**src/rtl/control_pkg.sv**
```systemverilog
`default_nettype none
// ============================================================================
//  Module   : control_pkg
//  Purpose  : Shared definitions for the hardwired control sequencer:
//             opcode constants, ALU function codes, sequencer state encoding,
//             the packed control word and small opcode helper functions.
//  Revision : 1.0  initial release
// ============================================================================
package control_pkg;

    localparam int c_OPW   = 5;     // opcode width, IR[31:27]
    localparam int c_ALUW  = 4;     // ALU function code width
    localparam int c_STW   = 4;     // state register width

    // ------------------------------------------------------------------
    // Opcodes
    // ------------------------------------------------------------------
    localparam logic [c_OPW-1:0] c_OP_LD   = 5'b00000;
    localparam logic [c_OPW-1:0] c_OP_LDI  = 5'b00001;
    localparam logic [c_OPW-1:0] c_OP_ST   = 5'b00010;
    localparam logic [c_OPW-1:0] c_OP_ADD  = 5'b00011;
    localparam logic [c_OPW-1:0] c_OP_SUB  = 5'b00100;
    localparam logic [c_OPW-1:0] c_OP_AND  = 5'b00101;
    localparam logic [c_OPW-1:0] c_OP_OR   = 5'b00110;
    localparam logic [c_OPW-1:0] c_OP_SHR  = 5'b00111;
    localparam logic [c_OPW-1:0] c_OP_SHL  = 5'b01000;
    localparam logic [c_OPW-1:0] c_OP_ROR  = 5'b01001;
    localparam logic [c_OPW-1:0] c_OP_ROL  = 5'b01010;
    localparam logic [c_OPW-1:0] c_OP_ADDI = 5'b01011;
    localparam logic [c_OPW-1:0] c_OP_ANDI = 5'b01100;
    localparam logic [c_OPW-1:0] c_OP_ORI  = 5'b01101;
    localparam logic [c_OPW-1:0] c_OP_MUL  = 5'b01110;
    localparam logic [c_OPW-1:0] c_OP_DIV  = 5'b01111;
    localparam logic [c_OPW-1:0] c_OP_NEG  = 5'b10000;
    localparam logic [c_OPW-1:0] c_OP_NOT  = 5'b10001;
    localparam logic [c_OPW-1:0] c_OP_BR   = 5'b10010;
    localparam logic [c_OPW-1:0] c_OP_JR   = 5'b10011;
    localparam logic [c_OPW-1:0] c_OP_IN   = 5'b10100;
    localparam logic [c_OPW-1:0] c_OP_OUT  = 5'b10101;
    localparam logic [c_OPW-1:0] c_OP_MFHI = 5'b10110;
    localparam logic [c_OPW-1:0] c_OP_MFLO = 5'b10111;
    localparam logic [c_OPW-1:0] c_OP_NOP  = 5'b11000;
    localparam logic [c_OPW-1:0] c_OP_HALT = 5'b11001;

    // ------------------------------------------------------------------
    // ALU function codes
    // ------------------------------------------------------------------
    localparam logic [c_ALUW-1:0] c_ALU_ADD = 4'd0;
    localparam logic [c_ALUW-1:0] c_ALU_SUB = 4'd1;
    localparam logic [c_ALUW-1:0] c_ALU_AND = 4'd2;
    localparam logic [c_ALUW-1:0] c_ALU_OR  = 4'd3;
    localparam logic [c_ALUW-1:0] c_ALU_SHR = 4'd4;
    localparam logic [c_ALUW-1:0] c_ALU_SHL = 4'd5;
    localparam logic [c_ALUW-1:0] c_ALU_ROR = 4'd6;
    localparam logic [c_ALUW-1:0] c_ALU_ROL = 4'd7;
    localparam logic [c_ALUW-1:0] c_ALU_MUL = 4'd8;
    localparam logic [c_ALUW-1:0] c_ALU_DIV = 4'd9;
    localparam logic [c_ALUW-1:0] c_ALU_NEG = 4'd10;
    localparam logic [c_ALUW-1:0] c_ALU_NOT = 4'd11;

    // ------------------------------------------------------------------
    // Sequencer states. T0..T7 are consecutive so the sequencer can
    // advance by incrementing.
    // ------------------------------------------------------------------
    typedef enum logic [c_STW-1:0] {
        S_RST  = 4'd0,
        S_T0   = 4'd1,
        S_T1   = 4'd2,
        S_T2   = 4'd3,
        S_T3   = 4'd4,
        S_T4   = 4'd5,
        S_T5   = 4'd6,
        S_T6   = 4'd7,
        S_T7   = 4'd8,
        S_HALT = 4'd9
    } state_t;

    // ------------------------------------------------------------------
    // Control word driven into the datapath
    // ------------------------------------------------------------------
    typedef struct packed {
        logic               pc_out;
        logic               zhi_out;
        logic               zlow_out;
        logic               mdr_out;
        logic               hi_out;
        logic               lo_out;
        logic               inport_out;
        logic               c_out;
        logic               ba_out;
        logic               r_out;
        logic               mar_in;
        logic               z_in;
        logic               pc_in;
        logic               mdr_in;
        logic               ir_in;
        logic               y_in;
        logic               hi_in;
        logic               lo_in;
        logic               outport_in;
        logic               r_in;
        logic               con_in;
        logic               gra;
        logic               grb;
        logic               grc;
        logic               inc_pc;
        logic               read;
        logic               write;
        logic [c_ALUW-1:0]  alu_op;
        logic               run;
    } ctrl_t;

    localparam int c_CTRLW = $bits(ctrl_t);

    // ALU function an opcode asks for in its compute step.
    function automatic logic [c_ALUW-1:0] alu_sel(input logic [c_OPW-1:0] op);
        logic [c_ALUW-1:0] f;
        case (op)
            c_OP_SUB:             f = c_ALU_SUB;
            c_OP_AND, c_OP_ANDI:  f = c_ALU_AND;
            c_OP_OR,  c_OP_ORI:   f = c_ALU_OR;
            c_OP_SHR:             f = c_ALU_SHR;
            c_OP_SHL:             f = c_ALU_SHL;
            c_OP_ROR:             f = c_ALU_ROR;
            c_OP_ROL:             f = c_ALU_ROL;
            c_OP_MUL:             f = c_ALU_MUL;
            c_OP_DIV:             f = c_ALU_DIV;
            c_OP_NEG:             f = c_ALU_NEG;
            c_OP_NOT:             f = c_ALU_NOT;
            default:              f = c_ALU_ADD;
        endcase
        return f;
    endfunction

    // Final micro-step of each opcode. Undefined opcodes behave as nop.
    function automatic state_t last_step(input logic [c_OPW-1:0] op);
        state_t s;
        case (op)
            c_OP_JR, c_OP_IN, c_OP_OUT, c_OP_MFHI, c_OP_MFLO:
                s = S_T3;
            c_OP_NEG, c_OP_NOT:
                s = S_T4;
            c_OP_ADD, c_OP_SUB, c_OP_AND, c_OP_OR, c_OP_SHR, c_OP_SHL,
            c_OP_ROR, c_OP_ROL, c_OP_ADDI, c_OP_ANDI, c_OP_ORI, c_OP_LDI:
                s = S_T5;
            c_OP_MUL, c_OP_DIV, c_OP_BR:
                s = S_T6;
            c_OP_LD, c_OP_ST:
                s = S_T7;
            default:
                s = S_T2;
        endcase
        return s;
    endfunction

endpackage
`default_nettype wire

```
**src/rtl/control_decode.sv**
```systemverilog
`default_nettype none
// ============================================================================
//  Module   : control_decode
//  Purpose  : Purely combinational decode of {state, opcode, CON_FF} into the
//             datapath control word.
//  Ports    : state_i   - current sequencer state (state_t encoding)
//             opcode_i  - IR[31:27]
//             con_ff_i  - branch-condition flag
//             ctrl_o    - packed control word (ctrl_t)
//  Revision : 1.0  initial release
// ============================================================================
import control_pkg::*;

module control_decode (
    input  logic [c_STW-1:0]   state_i,
    input  logic [c_OPW-1:0]   opcode_i,
    input  logic               con_ff_i,
    output logic [c_CTRLW-1:0] ctrl_o
);

    ctrl_t  w_c;
    state_t w_state;

    assign w_state = state_t'(state_i);
    assign ctrl_o  = w_c;

    always_comb begin
        w_c        = '0;
        w_c.run    = 1'b1;
        w_c.alu_op = c_ALU_ADD;

        case (w_state)
            // ---------------- fetch ----------------
            S_T0: begin
                w_c.pc_out = 1'b1;
                w_c.mar_in = 1'b1;
                w_c.inc_pc = 1'b1;
                w_c.z_in   = 1'b1;
            end
            S_T1: begin
                w_c.zlow_out = 1'b1;
                w_c.pc_in    = 1'b1;
                w_c.read     = 1'b1;
                w_c.mdr_in   = 1'b1;
            end
            S_T2: begin
                w_c.mdr_out = 1'b1;
                w_c.ir_in   = 1'b1;
            end

            // ---------------- execute ----------------
            S_T3: begin
                case (opcode_i)
                    c_OP_ADD, c_OP_SUB, c_OP_AND, c_OP_OR, c_OP_SHR, c_OP_SHL,
                    c_OP_ROR, c_OP_ROL, c_OP_ADDI, c_OP_ANDI, c_OP_ORI: begin
                        w_c.grb   = 1'b1;
                        w_c.r_out = 1'b1;
                        w_c.y_in  = 1'b1;
                    end
                    c_OP_NEG, c_OP_NOT: begin
                        w_c.grb    = 1'b1;
                        w_c.r_out  = 1'b1;
                        w_c.alu_op = alu_sel(opcode_i);
                        w_c.z_in   = 1'b1;
                    end
                    c_OP_MUL, c_OP_DIV: begin
                        w_c.gra   = 1'b1;
                        w_c.r_out = 1'b1;
                        w_c.y_in  = 1'b1;
                    end
                    c_OP_LD, c_OP_LDI, c_OP_ST: begin
                        // Base register, or zero when Rb is R0, via BAout.
                        w_c.grb    = 1'b1;
                        w_c.ba_out = 1'b1;
                        w_c.y_in   = 1'b1;
                    end
                    c_OP_BR: begin
                        w_c.gra    = 1'b1;
                        w_c.r_out  = 1'b1;
                        w_c.con_in = 1'b1;
                    end
                    c_OP_JR: begin
                        w_c.gra   = 1'b1;
                        w_c.r_out = 1'b1;
                        w_c.pc_in = 1'b1;
                    end
                    c_OP_IN: begin
                        w_c.inport_out = 1'b1;
                        w_c.gra        = 1'b1;
                        w_c.r_in       = 1'b1;
                    end
                    c_OP_OUT: begin
                        w_c.gra        = 1'b1;
                        w_c.r_out      = 1'b1;
                        w_c.outport_in = 1'b1;
                    end
                    c_OP_MFHI: begin
                        w_c.hi_out = 1'b1;
                        w_c.gra    = 1'b1;
                        w_c.r_in   = 1'b1;
                    end
                    c_OP_MFLO: begin
                        w_c.lo_out = 1'b1;
                        w_c.gra    = 1'b1;
                        w_c.r_in   = 1'b1;
                    end
                    default: ;
                endcase
            end
            S_T4: begin
                case (opcode_i)
                    c_OP_ADD, c_OP_SUB, c_OP_AND, c_OP_OR, c_OP_SHR, c_OP_SHL,
                    c_OP_ROR, c_OP_ROL: begin
                        w_c.grc    = 1'b1;
                        w_c.r_out  = 1'b1;
                        w_c.alu_op = alu_sel(opcode_i);
                        w_c.z_in   = 1'b1;
                    end
                    c_OP_ADDI, c_OP_ANDI, c_OP_ORI: begin
                        w_c.c_out  = 1'b1;
                        w_c.alu_op = alu_sel(opcode_i);
                        w_c.z_in   = 1'b1;
                    end
                    c_OP_NEG, c_OP_NOT: begin
                        w_c.zlow_out = 1'b1;
                        w_c.gra      = 1'b1;
                        w_c.r_in     = 1'b1;
                    end
                    c_OP_MUL, c_OP_DIV: begin
                        w_c.grb    = 1'b1;
                        w_c.r_out  = 1'b1;
                        w_c.alu_op = alu_sel(opcode_i);
                        w_c.z_in   = 1'b1;
                    end
                    c_OP_LD, c_OP_LDI, c_OP_ST: begin
                        // Effective address = base + C, using the default ADD.
                        w_c.c_out = 1'b1;
                        w_c.z_in  = 1'b1;
                    end
                    c_OP_BR: begin
                        w_c.pc_out = 1'b1;
                        w_c.y_in   = 1'b1;
                    end
                    default: ;
                endcase
            end
            S_T5: begin
                case (opcode_i)
                    c_OP_ADD, c_OP_SUB, c_OP_AND, c_OP_OR, c_OP_SHR, c_OP_SHL,
                    c_OP_ROR, c_OP_ROL, c_OP_ADDI, c_OP_ANDI, c_OP_ORI,
                    c_OP_LDI: begin
                        w_c.zlow_out = 1'b1;
                        w_c.gra      = 1'b1;
                        w_c.r_in     = 1'b1;
                    end
                    c_OP_MUL, c_OP_DIV: begin
                        w_c.zlow_out = 1'b1;
                        w_c.lo_in    = 1'b1;
                    end
                    c_OP_LD, c_OP_ST: begin
                        w_c.zlow_out = 1'b1;
                        w_c.mar_in   = 1'b1;
                    end
                    c_OP_BR: begin
                        w_c.c_out = 1'b1;
                        w_c.z_in  = 1'b1;
                    end
                    default: ;
                endcase
            end
            S_T6: begin
                case (opcode_i)
                    c_OP_MUL, c_OP_DIV: begin
                        w_c.zhi_out = 1'b1;
                        w_c.hi_in   = 1'b1;
                    end
                    c_OP_LD: begin
                        w_c.read   = 1'b1;
                        w_c.mdr_in = 1'b1;
                    end
                    c_OP_ST: begin
                        // Read stays low so MDR takes the bus, not memory.
                        w_c.gra    = 1'b1;
                        w_c.r_out  = 1'b1;
                        w_c.mdr_in = 1'b1;
                    end
                    c_OP_BR: begin
                        // Branch target is always on the bus; CON_FF decides
                        // whether PC actually takes it.
                        w_c.zlow_out = 1'b1;
                        w_c.pc_in    = con_ff_i;
                    end
                    default: ;
                endcase
            end
            S_T7: begin
                case (opcode_i)
                    c_OP_LD: begin
                        w_c.mdr_out = 1'b1;
                        w_c.gra     = 1'b1;
                        w_c.r_in    = 1'b1;
                    end
                    c_OP_ST: begin
                        w_c.write = 1'b1;
                    end
                    default: ;
                endcase
            end
            S_HALT: begin
                w_c.run = 1'b0;
            end
            default: ;      // S_RST: all controls low, Run high
        endcase
    end

endmodule
`default_nettype wire

```
**src/rtl/control_unit.sv**
```systemverilog
`default_nettype none
// ============================================================================
//  Module   : control_unit
//  Purpose  : Hardwired Moore control sequencer for the single-bus datapath.
//             Holds the state register and next-state logic; control outputs
//             are a pure decode of {state, IR[31:27], CON_FF}.
//  Ports    : Clock, Clear (async, active-high), IR, CON_FF, Stop in;
//             bus-drive enables, register-load enables, Gra/Grb/Grc,
//             IncPC/Read/Write, AluOp and Run out.
//  Revision : 1.0  initial release
// ============================================================================
import control_pkg::*;

module control_unit #(
    parameter int OPW  = 5,
    parameter int ALUW = 4
) (
    input  logic            Clock,
    input  logic            Clear,
    input  logic [31:0]     IR,
    input  logic            CON_FF,
    input  logic            Stop,
    output logic            PCout,
    output logic            Zhiout,
    output logic            Zlowout,
    output logic            MDRout,
    output logic            HIout,
    output logic            LOout,
    output logic            InPortout,
    output logic            Cout,
    output logic            BAout,
    output logic            Rout,
    output logic            MARin,
    output logic            Zin,
    output logic            PCin,
    output logic            MDRin,
    output logic            IRin,
    output logic            Yin,
    output logic            HIin,
    output logic            LOin,
    output logic            OutPortin,
    output logic            Rin,
    output logic            CONin,
    output logic            Gra,
    output logic            Grb,
    output logic            Grc,
    output logic            IncPC,
    output logic            Read,
    output logic            Write,
    output logic [ALUW-1:0] AluOp,
    output logic            Run
);

    state_t            state_q;
    state_t            state_d;
    logic [OPW-1:0]    w_opcode;
    ctrl_t             w_ctrl;
    logic              w_unused_ir;

    assign w_opcode    = IR[31 -: OPW];
    assign w_unused_ir = ^IR[31-OPW:0];

    // ------------------------------------------------------------------
    // State register
    // ------------------------------------------------------------------
    always_ff @(posedge Clock or posedge Clear) begin
        if (Clear) begin
            state_q <= S_RST;
        end else begin
            state_q <= state_d;
        end
    end

    // ------------------------------------------------------------------
    // Next state. The end-of-instruction test at T2 uses the IR as
    // presented; later steps cannot end nop/halt, so IR only steers the
    // sequence from that point on.
    // ------------------------------------------------------------------
    always_comb begin
        state_d = state_q;
        case (state_q)
            S_RST:  state_d = S_T0;
            S_T0, S_T1, S_T2, S_T3, S_T4, S_T5, S_T6, S_T7: begin
                if (state_q == last_step(w_opcode)) begin
                    if (w_opcode == c_OP_HALT || Stop) begin
                        state_d = S_HALT;
                    end else begin
                        state_d = S_T0;
                    end
                end else begin
                    state_d = state_t'(state_q + 4'd1);
                end
            end
            S_HALT: state_d = S_HALT;   // only Clear leaves HALT
            default: state_d = S_RST;
        endcase
    end

    // ------------------------------------------------------------------
    // Output decode
    // ------------------------------------------------------------------
    control_decode u_decode (
        .state_i  (state_q),
        .opcode_i (w_opcode),
        .con_ff_i (CON_FF),
        .ctrl_o   (w_ctrl)
    );

    assign PCout     = w_ctrl.pc_out;
    assign Zhiout    = w_ctrl.zhi_out;
    assign Zlowout   = w_ctrl.zlow_out;
    assign MDRout    = w_ctrl.mdr_out;
    assign HIout     = w_ctrl.hi_out;
    assign LOout     = w_ctrl.lo_out;
    assign InPortout = w_ctrl.inport_out;
    assign Cout      = w_ctrl.c_out;
    assign BAout     = w_ctrl.ba_out;
    assign Rout      = w_ctrl.r_out;
    assign MARin     = w_ctrl.mar_in;
    assign Zin       = w_ctrl.z_in;
    assign PCin      = w_ctrl.pc_in;
    assign MDRin     = w_ctrl.mdr_in;
    assign IRin      = w_ctrl.ir_in;
    assign Yin       = w_ctrl.y_in;
    assign HIin      = w_ctrl.hi_in;
    assign LOin      = w_ctrl.lo_in;
    assign OutPortin = w_ctrl.outport_in;
    assign Rin       = w_ctrl.r_in;
    assign CONin     = w_ctrl.con_in;
    assign Gra       = w_ctrl.gra;
    assign Grb       = w_ctrl.grb;
    assign Grc       = w_ctrl.grc;
    assign IncPC     = w_ctrl.inc_pc;
    assign Read      = w_ctrl.read;
    assign Write     = w_ctrl.write;
    assign AluOp     = ALUW'(w_ctrl.alu_op);
    assign Run       = w_ctrl.run;

endmodule
`default_nettype wire

```
**config.mk**
```make
export PLATFORM = sky130hd
export DESIGN_NAME = control_unit
export DESIGN_NICKNAME = d
export VERILOG_FILES = /design/src/rtl/control_pkg.sv /design/src/rtl/control_decode.sv /design/src/rtl/control_unit.sv
export SDC_FILE = /design/constraint.sdc
export NUM_CORES = 1
export LEC_CHECK = 0
export ABC_AREA = 1
export BUFFER_PORTS_ARGS = -buffer_cell sky130_fd_sc_hd__buf_2
export CORE_MARGIN = 5
export CORE_UTILIZATION = 42
export CTS_BUF_LIST = sky130_fd_sc_hd__clkbuf_16
export DETAILED_ROUTE_END_ITERATION = 7
export GPL_TIMING_DRIVEN = 0
export PLACE_DENSITY_LB_ADDON = 0.08
export SETUP_SLACK_MARGIN = 0.05
export SLEW_MARGIN = 15
export SYNTH_ARGS = -nofsm -noshare
export SYNTH_HDL_FRONTEND = slang
export SYNTH_HIERARCHICAL = 1
export SYNTH_SLANG_ARGS = --single-unit
export TNS_END_PERCENT = 1
```
**constraint.sdc**
```tcl
create_clock -name Clock -period 2.09 [get_ports Clock]
set_input_delay 0.5225 -clock Clock [delete_from_list [all_inputs] [get_ports Clock]]
set_output_delay 0.5225 -clock Clock [all_outputs]
set_load 0.005 [all_outputs]
```
==> reports/results.md, run 1 <==
| Group | Item | This run |
| --- | --- | --- |
| cts | Register clock-pin slew on the reported worst setup and hold paths | 0.03 ns |
| timing | Count of endpoints failing hold in the final timing report | 0 |
| cts | Number of sinks handled by clock tree synthesis | 4 |
| setup path | Data arrival time of the critical path | 1.70 ns |
| cts | Clock latency reported for the late side of the worst-skew pair | 0.23 ns |
| setup path | FF-to-FF setup slack | 0.57 ns |
| routing | Iteration-0 DRC count of the detailed router | 115 |
| placement | Input/output buffers | 40 |
| routing | Total number of vias | 1760 |
| die | Row count | 20 |
| yosys | Syn_area_per_cell | 5.24 um2 |
| grt | Total routing resource utilization after global routing | 19.4% |
| timing | Maximum frequency from static timing analysis | 450 MHz |
| grt | Maximum number of pins on one net before global-route repair | 12 |
| yosys | Post-Synthesis Cell Area | 1370 um2 |
| timing | Final worst-path cycle share | 106% |
| yosys | Synthesis Warnings | 6 |
| timing | RSZ-0062 raised after global routing | yes |
| setup path | Endpoint of the worst-slack reg-to-reg timing path | state_q[2]$_DFF_PP0_ |
| setup path | Sort of element at the end of the critical path | output pin |
| die | Initial Utilization | 44.4% |
| timing | Post-Route Setup TNS | -1.19 ns |
| setup path | Start of the worst register-to-register path | state_q[1]$_DFF_PP0_ |
| layout | Ant diodes | 0 |
| placement | Hpwl dp | 3.09 mm |
| die | Number of top-level pins | 68 |
| cts | H-tree depth | 1 |
| routing | Number of nets with antenna violations after routing | 0 |
| die | Die Height | 67.1 um |
| timing | Worst setup skew after layout | 0.00237 ns |
| yosys | Syn nets | 306 |
| yosys | Sequential area share after synthesis | 7.32% |
| die | Chip Width | 67.1 um |
| routing | First-pass iteration count of the detailed router | 4 |
| cts | Clock tree from TritonCTS | yes |
| power and ir drop | Power per cell area | 697 nW/um2 |
| routing | Routed vias/inst | 4.93 |
| layout | Leading registers by flop count | state_q x4 |
| cts | Buffers from clock root to sink, at most | 2 |
| timing | Setup WS post-layout | -0.134 ns |
| power and ir drop | Leak pwr | 0.00111 uW |
| worst hold path | Worst hold-check path type | in2async |
| placement | Routability Congestion | 0.862 |
| layout | Register ranked first by flip-flop count | state_q |
| die | Core box area | 3080 um2 |
| timing | Slew @ Worst Pin | 0.415 ns |
| yosys | Instance count of the mapped netlist | 261 |
| layout | Most used cells in the layout excluding fill and tap cells | sky130_fd_sc_hd__nand2_1, sky130_fd_sc_hd__buf_2, sky130_fd_sc_hd__nor2_1, sky130_fd_sc_hd__nand3_1, sky130_fd_sc_hd__inv_1 |
| layout | Synthesis-to-finish area growth | 46.8% |
| routing | Post-detailed-route wirelength per cell | 11.9 um |
| die | Area of the die | 4500 um2 |
| timing | Period minus WS final | 2.22 ns |
| layout | Most common library cell in the layout ignoring fill and taps | sky130_fd_sc_hd__nand2_1 |
| job | Maximum Capacitance Violations | 0 |
| cts | Library cell used as clock root buffer | sky130_fd_sc_hd__clkbuf_16 |
| setup path | Req. time, crit path | 1.57 ns |
| layout | Flip-flop count of the largest register after layout | 4 |
| layout | Layout cells sized above 1 | 41.5% |
| grt | Overall overflow remaining after global route | 0 |
| cts | TritonCTS Buffers | 3 |
| routing | Total length of routed wires | 4.26 mm |
| layout | Final cell utilization of the core | 65.2% |
| timing | Pins Over Slew Limit | 0 |
| setup path | Worst setup SP type | input pin |
| grt | Global-route wire length before repair | 6.98 mm |
| placement | Pre-CTS setup slack | -0.453 ns |
| setup path | WS Path Type | in2out |
| yosys | Synth Register Bits | 4 |
| setup path | Count of cells along the worst register-to-register path | 6 |
| grt | Via count of the first global-routing pass | 1674 |
| layout | Final net count | 360 |
| power and ir drop | Maximum vdd drop | 782 uV |
| outcome | Violated checks | negative setup slack |
| timing | Max-slew headroom | 72.1% |
| routing | DRC violations left | 0 |
| outcome | Run status | finished, violations left |
| yosys | Unique cell type count in the Yosys netlist | 26 |
| grt | Antenna violations before repair | 0 |
| timing | Number of setup violations in the final report | 15 |
| setup path | Highest net fanout along the worst path | 5 |
[metal layers]
metal	GRT usage, %	vias up	part of all wire, %
met5	0	-	0
met2	36.7	42	55
li1	-	936	-
met3	1.52	5	4.1
met1	23.1	777	40
met4	4.56	0	1.1
[logic make-up after synthesis]
group / synth area share [%]
AO/OA/AOI/OAI: 10.4
XOR/XNOR: 1.28
adder cells (fa/ha/maj): 8.23
buffers and inverters: 12.4
flip-flops: 7.32
AND/OR/NAND/NOR: 60.3
[critical path, stage by stage]
cell	delay, ns
sky130_fd_sc_hd__buf_12	0.12
sky130_fd_sc_hd__inv_8	0.06
sky130_fd_sc_hd__ha_4	0.16
sky130_fd_sc_hd__inv_4	0.04
sky130_fd_sc_hd__nor2_4	0.14
sky130_fd_sc_hd__inv_2	0.06
sky130_fd_sc_hd__nor2_4	0.11
sky130_fd_sc_hd__nor2_4	0.05
sky130_fd_sc_hd__nand2_2	0.10
sky130_fd_sc_hd__nor2_4	0.04
sky130_fd_sc_hd__nand2_2	0.07
sky130_fd_sc_hd__nand2_2	0.05
sky130_fd_sc_hd__nand2_1	0.05
sky130_fd_sc_hd__buf_2	0.11
[stage by stage]
step | power, uW | hold slack, ns | instance area (um2) | instances
after floorplan | 757 | 0.289 | 1380 | 261
after global placement | 1010 | 0.403 | 1630 | 345
after detailed placement | 1010 | 0.405 | 1630 | 345
after CTS | 1370 | 0.173 | 1900 | 355
after global routing | 1550 | 0.193 | 2010 | 357
final | 1400 | 0.169 | 2010 | 357
[synth_stat cells]
library cell / n / area [um2]
sky130_fd_sc_hd__inv_2: 10 / 37.5
sky130_fd_sc_hd__xor2_1: 2 / 17.5
sky130_fd_sc_hd__a21oi_1: 7 / 35.0
sky130_fd_sc_hd__a21boi_0: 1 / 7.51
sky130_fd_sc_hd__o211ai_1: 2 / 15.0
sky130_fd_sc_hd__a31oi_1: 1 / 6.26
sky130_fd_sc_hd__dfrtp_1: 4 / 100
sky130_fd_sc_hd__ha_1: 9 / 113
sky130_fd_sc_hd__nor2_4: 5 / 56.3
sky130_fd_sc_hd__nand4_1: 6 / 37.5
sky130_fd_sc_hd__nand2_1: 80 / 300
sky130_fd_sc_hd__inv_1: 30 / 113
sky130_fd_sc_hd__nand2_4: 1 / 11.3
sky130_fd_sc_hd__nand2_2: 7 / 43.8
sky130_fd_sc_hd__nor3_4: 1 / 16.3
sky130_fd_sc_hd__o22ai_1: 1 / 6.26
sky130_fd_sc_hd__buf_4: 2 / 15.0
sky130_fd_sc_hd__buf_2: 1 / 5.00
sky130_fd_sc_hd__nor2_1: 39 / 146
sky130_fd_sc_hd__nor3_1: 5 / 25.0
sky130_fd_sc_hd__o21bai_1: 1 / 7.51
sky130_fd_sc_hd__nor2_2: 6 / 37.5
sky130_fd_sc_hd__nand3_1: 23 / 115
sky130_fd_sc_hd__nand3_2: 2 / 20.0
sky130_fd_sc_hd__nand3b_1: 2 / 15.0
sky130_fd_sc_hd__o21ai_0: 13 / 65.1
[cell type report]
class,instances,area [um2]
plain buffers,3,26.3
clock buffers,3,75.1
fillers,317,1070
inverters,40,170
multi-input cells,214,1270
flip-flops and latches,4,105
well taps,44,55.1
repair buffers,49,309
[where the power goes]
group          leakage [uW]  switching, uW  internal, uW
combinational       0.00102            550           352
clock             0.0000370           57.0           245
sequential        0.0000465           77.0           117
[worst max path at each step]
stage                       from       end  slack (ns)
after CTS                 IR[28]   Zlowout       -0.15
after global placement    IR[27]  AluOp[0]       -0.46
after detailed placement  IR[28]   Zlowout       -0.45
after floorplan           IR[27]       Gra        0.05
after global routing      IR[30]   Zlowout       -0.25
final                     IR[27]   Zlowout       -0.13
[timing repair]
item | in CTS | in global routing
setup endpoints to repair | 29 | 29
gates resized for setup | 46 | 34
hold endpoints to repair | 0 | 0
gates cloned | 0 | 0
pin swaps | 16 | 16
hold buffers | 0 | 0
buffers inserted | 7 | 2
Power figures use the tool's default switching activity.
==> inputs of run 2 (changes only) <==
CORE_UTILIZATION = 41   (was 42)
SYNTH_HIERARCHICAL = default   (was 1)
==> run 2 against run 1 <==
The run still ends with negative setup slack left. First-iteration DRC count decreased by 46%. Die area decreased by 4.7%. Non-clock buffer count increased by 2. Register-to-register slack got worse by 0.18 ns. Clock skew decreased by 0.0022 ns. Core utilization decreased by 4.1 points. Total power decreased by 61%. Clock-buffer cell count unchanged. Sequential power decreased by 60%. Critical endpoint is now Zin.
==> reports/results.md, run 2 <==
| Group | Item | This run |
| --- | --- | --- |
| outcome | Run status | finished, violations left |
| outcome | Violated checks | negative setup slack |
| grt | Global Route met2 Usage | 34.3% |
| layout | Flip-flop count of the largest register after layout | 4 |
| timing | Slew @ Worst Pin | 0.338 ns |
| cts | Clock tree from TritonCTS | yes |
| die | Initial Utilization | 42.0% |
| timing | Setup WS post-layout | -0.217 ns |
| setup path | Start of the worst register-to-register path | state_q[0]$_DFF_PP0_ |
| setup path | Worst setup SP type | input pin |
| grt | Total routing resource utilization after global routing | 18.9% |
| layout | Layout cells sized above 1 | 39.3% |
| grt | Via count of the first global-routing pass | 1436 |
| setup path | Data arrival time of the critical path | 1.78 ns |
| cts | TritonCTS Buffers | 3 |
| cts | Library cell used as clock root buffer | sky130_fd_sc_hd__clkbuf_16 |
| yosys | Unique cell type count in the Yosys netlist | 32 |
| layout | Synthesis-to-finish area growth | 45.5% |
| power and ir drop | Power per cell area | 294 nW/um2 |
| timing | Max-slew headroom | 77.2% |
| routing | Number of nets with antenna violations after routing | 0 |
| grt | Maximum number of pins on one net before global-route repair | 11 |
| cts | Clock latency reported for the late side of the worst-skew pair | 0.22 ns |
| timing | Post-Route Setup TNS | -1.82 ns |
| cts | # hold bufs at CTS | 0 |
| layout | Final net count | 319 |
| layout | Final cell utilization of the core | 61.1% |
| yosys | Synth Register Bits | 4 |
| layout | Most used cells in the layout excluding fill and tap cells | sky130_fd_sc_hd__nand2_1, sky130_fd_sc_hd__buf_2, sky130_fd_sc_hd__nand3_1, sky130_fd_sc_hd__nor2_1, sky130_fd_sc_hd__inv_1 |
| yosys | Leading area contributor after synthesis | sky130_fd_sc_hd__nand2_1 |
| routing | Routed vias/inst | 5.11 |
| grt | Met3 GRT Util | 0.684% |
| yosys | Number of enable flip-flop cells after synthesis | 0 |
| yosys | Synthesis Warnings | 0 |
| placement | DP Cell Count | 291 |
| die | Die Height | 65.5 um |
| yosys | Ys async rst share | 100% |
| die | Core box area | 3000 um2 |
| layout | Non-filler instance count after layout | 305 |
| grt | M1 GR Usage | 24.0% |
| yosys | Syn nets | 266 |
| layout | Most common library cell in the layout ignoring fill and taps | sky130_fd_sc_hd__nand2_1 |
| layout | Ant diodes | 0 |
| routing | Total number of vias | 1558 |
| grt | Antenna violations before repair | 0 |
| routing | First-pass iteration count of the detailed router | 4 |
| setup path | WS Path Type | in2out |
| cts | H-tree depth | 1 |
| placement | Hpwl dp | 2.94 mm |
| setup path | Count of cells along the worst register-to-register path | 7 |
| yosys | Sequential area share after synthesis | 7.94% |
| yosys | Top post-synthesis cells by area | sky130_fd_sc_hd__nand2_1, sky130_fd_sc_hd__nand3_1, sky130_fd_sc_hd__nor2_1 |
| cts | Register clock-pin slew on the reported worst setup and hold paths | 0.03 ns |
| die | Row count | 20 |
| setup path | Req. time, crit path | 1.57 ns |
| cts | Buffers from clock root to sink, at most | 2 |
| yosys | Instance count of the mapped netlist | 221 |
| placement | Input/output buffers | 37 |
| timing | Number of setup violations in the final report | 12 |
| die | Chip Width | 65.5 um |
| power and ir drop | Maximum vdd drop | 477 uV |
| yosys | Commonest cells in the netlist | sky130_fd_sc_hd__nand2_1, sky130_fd_sc_hd__nor2_1, sky130_fd_sc_hd__nand3_1 |
| cts | Number of sinks handled by clock tree synthesis | 4 |
| setup path | FF-to-FF setup slack | 0.39 ns |
| die | Area of the die | 4290 um2 |
| timing | RSZ-0062 raised after global routing | yes |
| setup path | Sort of element at the end of the critical path | output pin |
| timing | Final worst-path cycle share | 110% |
| die | Number of top-level pins | 68 |
| timing | Count of endpoints failing hold in the final timing report | 0 |
| yosys | Syn_area_per_cell | 5.71 um2 |
| worst hold path | Worst hold-check path type | in2async |
| yosys | Top cell type's share of synthesized area | 18.8% |
| grt | Overall overflow remaining after global route | 0 |
| setup path | Endpoint of the worst-slack reg-to-reg timing path | state_q[0]$_DFF_PP0_ |
| layout | Register ranked first by flip-flop count | state_q |
| layout | Leading registers by flop count | state_q x4 |
| timing | Maximum frequency from static timing analysis | 434 MHz |
| timing | Period minus WS final | 2.31 ns |
| timing | Pins Over Slew Limit | 0 |
| grt | Most utilized layer in the global route result | met2 |
| timing | Worst setup skew after layout | 0.000134 ns |
| routing | DRC violations left | 0 |
| yosys | Most common cell in the netlist | sky130_fd_sc_hd__nand2_1 |
| power and ir drop | Leak pwr | 0.00105 uW |
| placement | Routability Congestion | 0.846 |
| yosys | Post-Synthesis Cell Area | 1260 um2 |
| timing | Final worst hold slack | 0.172 ns |
| yosys | Commonest register cell after synthesis | sky130_fd_sc_hd__dfrtp_1 |
| job | Maximum Capacitance Violations | 0 |
| routing | Post-detailed-route wirelength per cell | 13.0 um |
| setup path | Highest net fanout along the worst path | 4 |
| grt | Global-route wire length before repair | 6.53 mm |
| routing | Iteration-0 DRC count of the detailed router | 62 |
| routing | Total length of routed wires | 3.97 mm |
## run 2: cell count changes after synthesis, moves of 4 or more
| cell | delta |
|---|---|
| sky130_fd_sc_hd__nand2_1 | -17 |
| sky130_fd_sc_hd__nor2_1 | -8 |
| sky130_fd_sc_hd__inv_2 | -7 |
| sky130_fd_sc_hd__o21ai_0 | -7 |
| sky130_fd_sc_hd__nand3_1 | +6 |
| sky130_fd_sc_hd__buf_6 | +5 |
| sky130_fd_sc_hd__nor2_2 | -5 |
| sky130_fd_sc_hd__inv_1 | -4 |
| sky130_fd_sc_hd__nand4_1 | -4 |
## run 2: critical path, stage by stage
cell and delay (ns):
sky130_fd_sc_hd__buf_12 0.12, sky130_fd_sc_hd__ha_4 0.18, sky130_fd_sc_hd__inv_4 0.06, sky130_fd_sc_hd__nor2_4 0.04
sky130_fd_sc_hd__nand2_1 0.06, sky130_fd_sc_hd__a21boi_4 0.23, sky130_fd_sc_hd__nand2_2 0.10, sky130_fd_sc_hd__nor2_4 0.14
sky130_fd_sc_hd__nand2_2 0.08, sky130_fd_sc_hd__nand2_1 0.06, sky130_fd_sc_hd__nand3_1 0.06, sky130_fd_sc_hd__buf_2 0.13
## run 2: worst max-delay path by stage
stage	depth (start not counted)	from	to	slack, ns
2_1_floorplan	10	IR[28]	Zin	0.04
4_1_cts	12	IR[28]	Rin	-0.17
5_1_grt	12	IR[28]	Zlowout	-0.28
3_5_place_dp	10	IR[27]	Gra	-0.46
6_report	12	IR[28]	Zin	-0.22
3_3_place_gp	10	IR[27]	Gra	-0.48
## run 2: final cells by class
class | count | area (um2)
repair buffers | 48 | 304
plain buffers | 6 | 63.8
multi-input cells | 180 | 1100
clock buffers | 3 | 75.1
well taps | 33 | 41.3
fillers | 282 | 1170
flip-flops and latches | 4 | 101
inverters | 31 | 149
## run 2: kinds of logic (layout without fill, tap and decap cells)
family                     Yosys count  in the layout  share of synthesized area, %
adders and majority gates            9              9                          8.93
buffers and inverters               37             88                          14.9
and+or+nand+nor                    148            148                          56.4
xor gates and xnor gates             2              2                          1.39
DFF                                  4              4                          7.94
AOI/OAI and AO/OA                   21             21                          10.4
## run 2: repair_timing
item	CTS	global route
buffers inserted	7	4
endpoints found under the hold margin	0	0
cloned	0	0
pin swaps	13	8
endpoints found under the setup margin	26	28
resized for setup	39	17
## run 2: metal layers
layer	wire (um)	part of all wire, %
met2	2020	51
met1	1750	44
met4	48	1.2
met3	155	3.9
met5	0	0
## run 2: where the power goes
part           switching, uW  internal [uW]
sequential                 0           78.0
combinational            102           67.0
clock                   48.6            244
total                    150            389
## run 2: per-stage QoR
step	instance area, um2	power [uW]	worst slack, ns
final	1840	539	-0.217
after detailed placement	1500	209	-0.457
after CTS	1770	534	-0.172
after global placement	1500	210	-0.477
after floorplan	1270	182	0.0400
after global routing	1840	567	-0.279
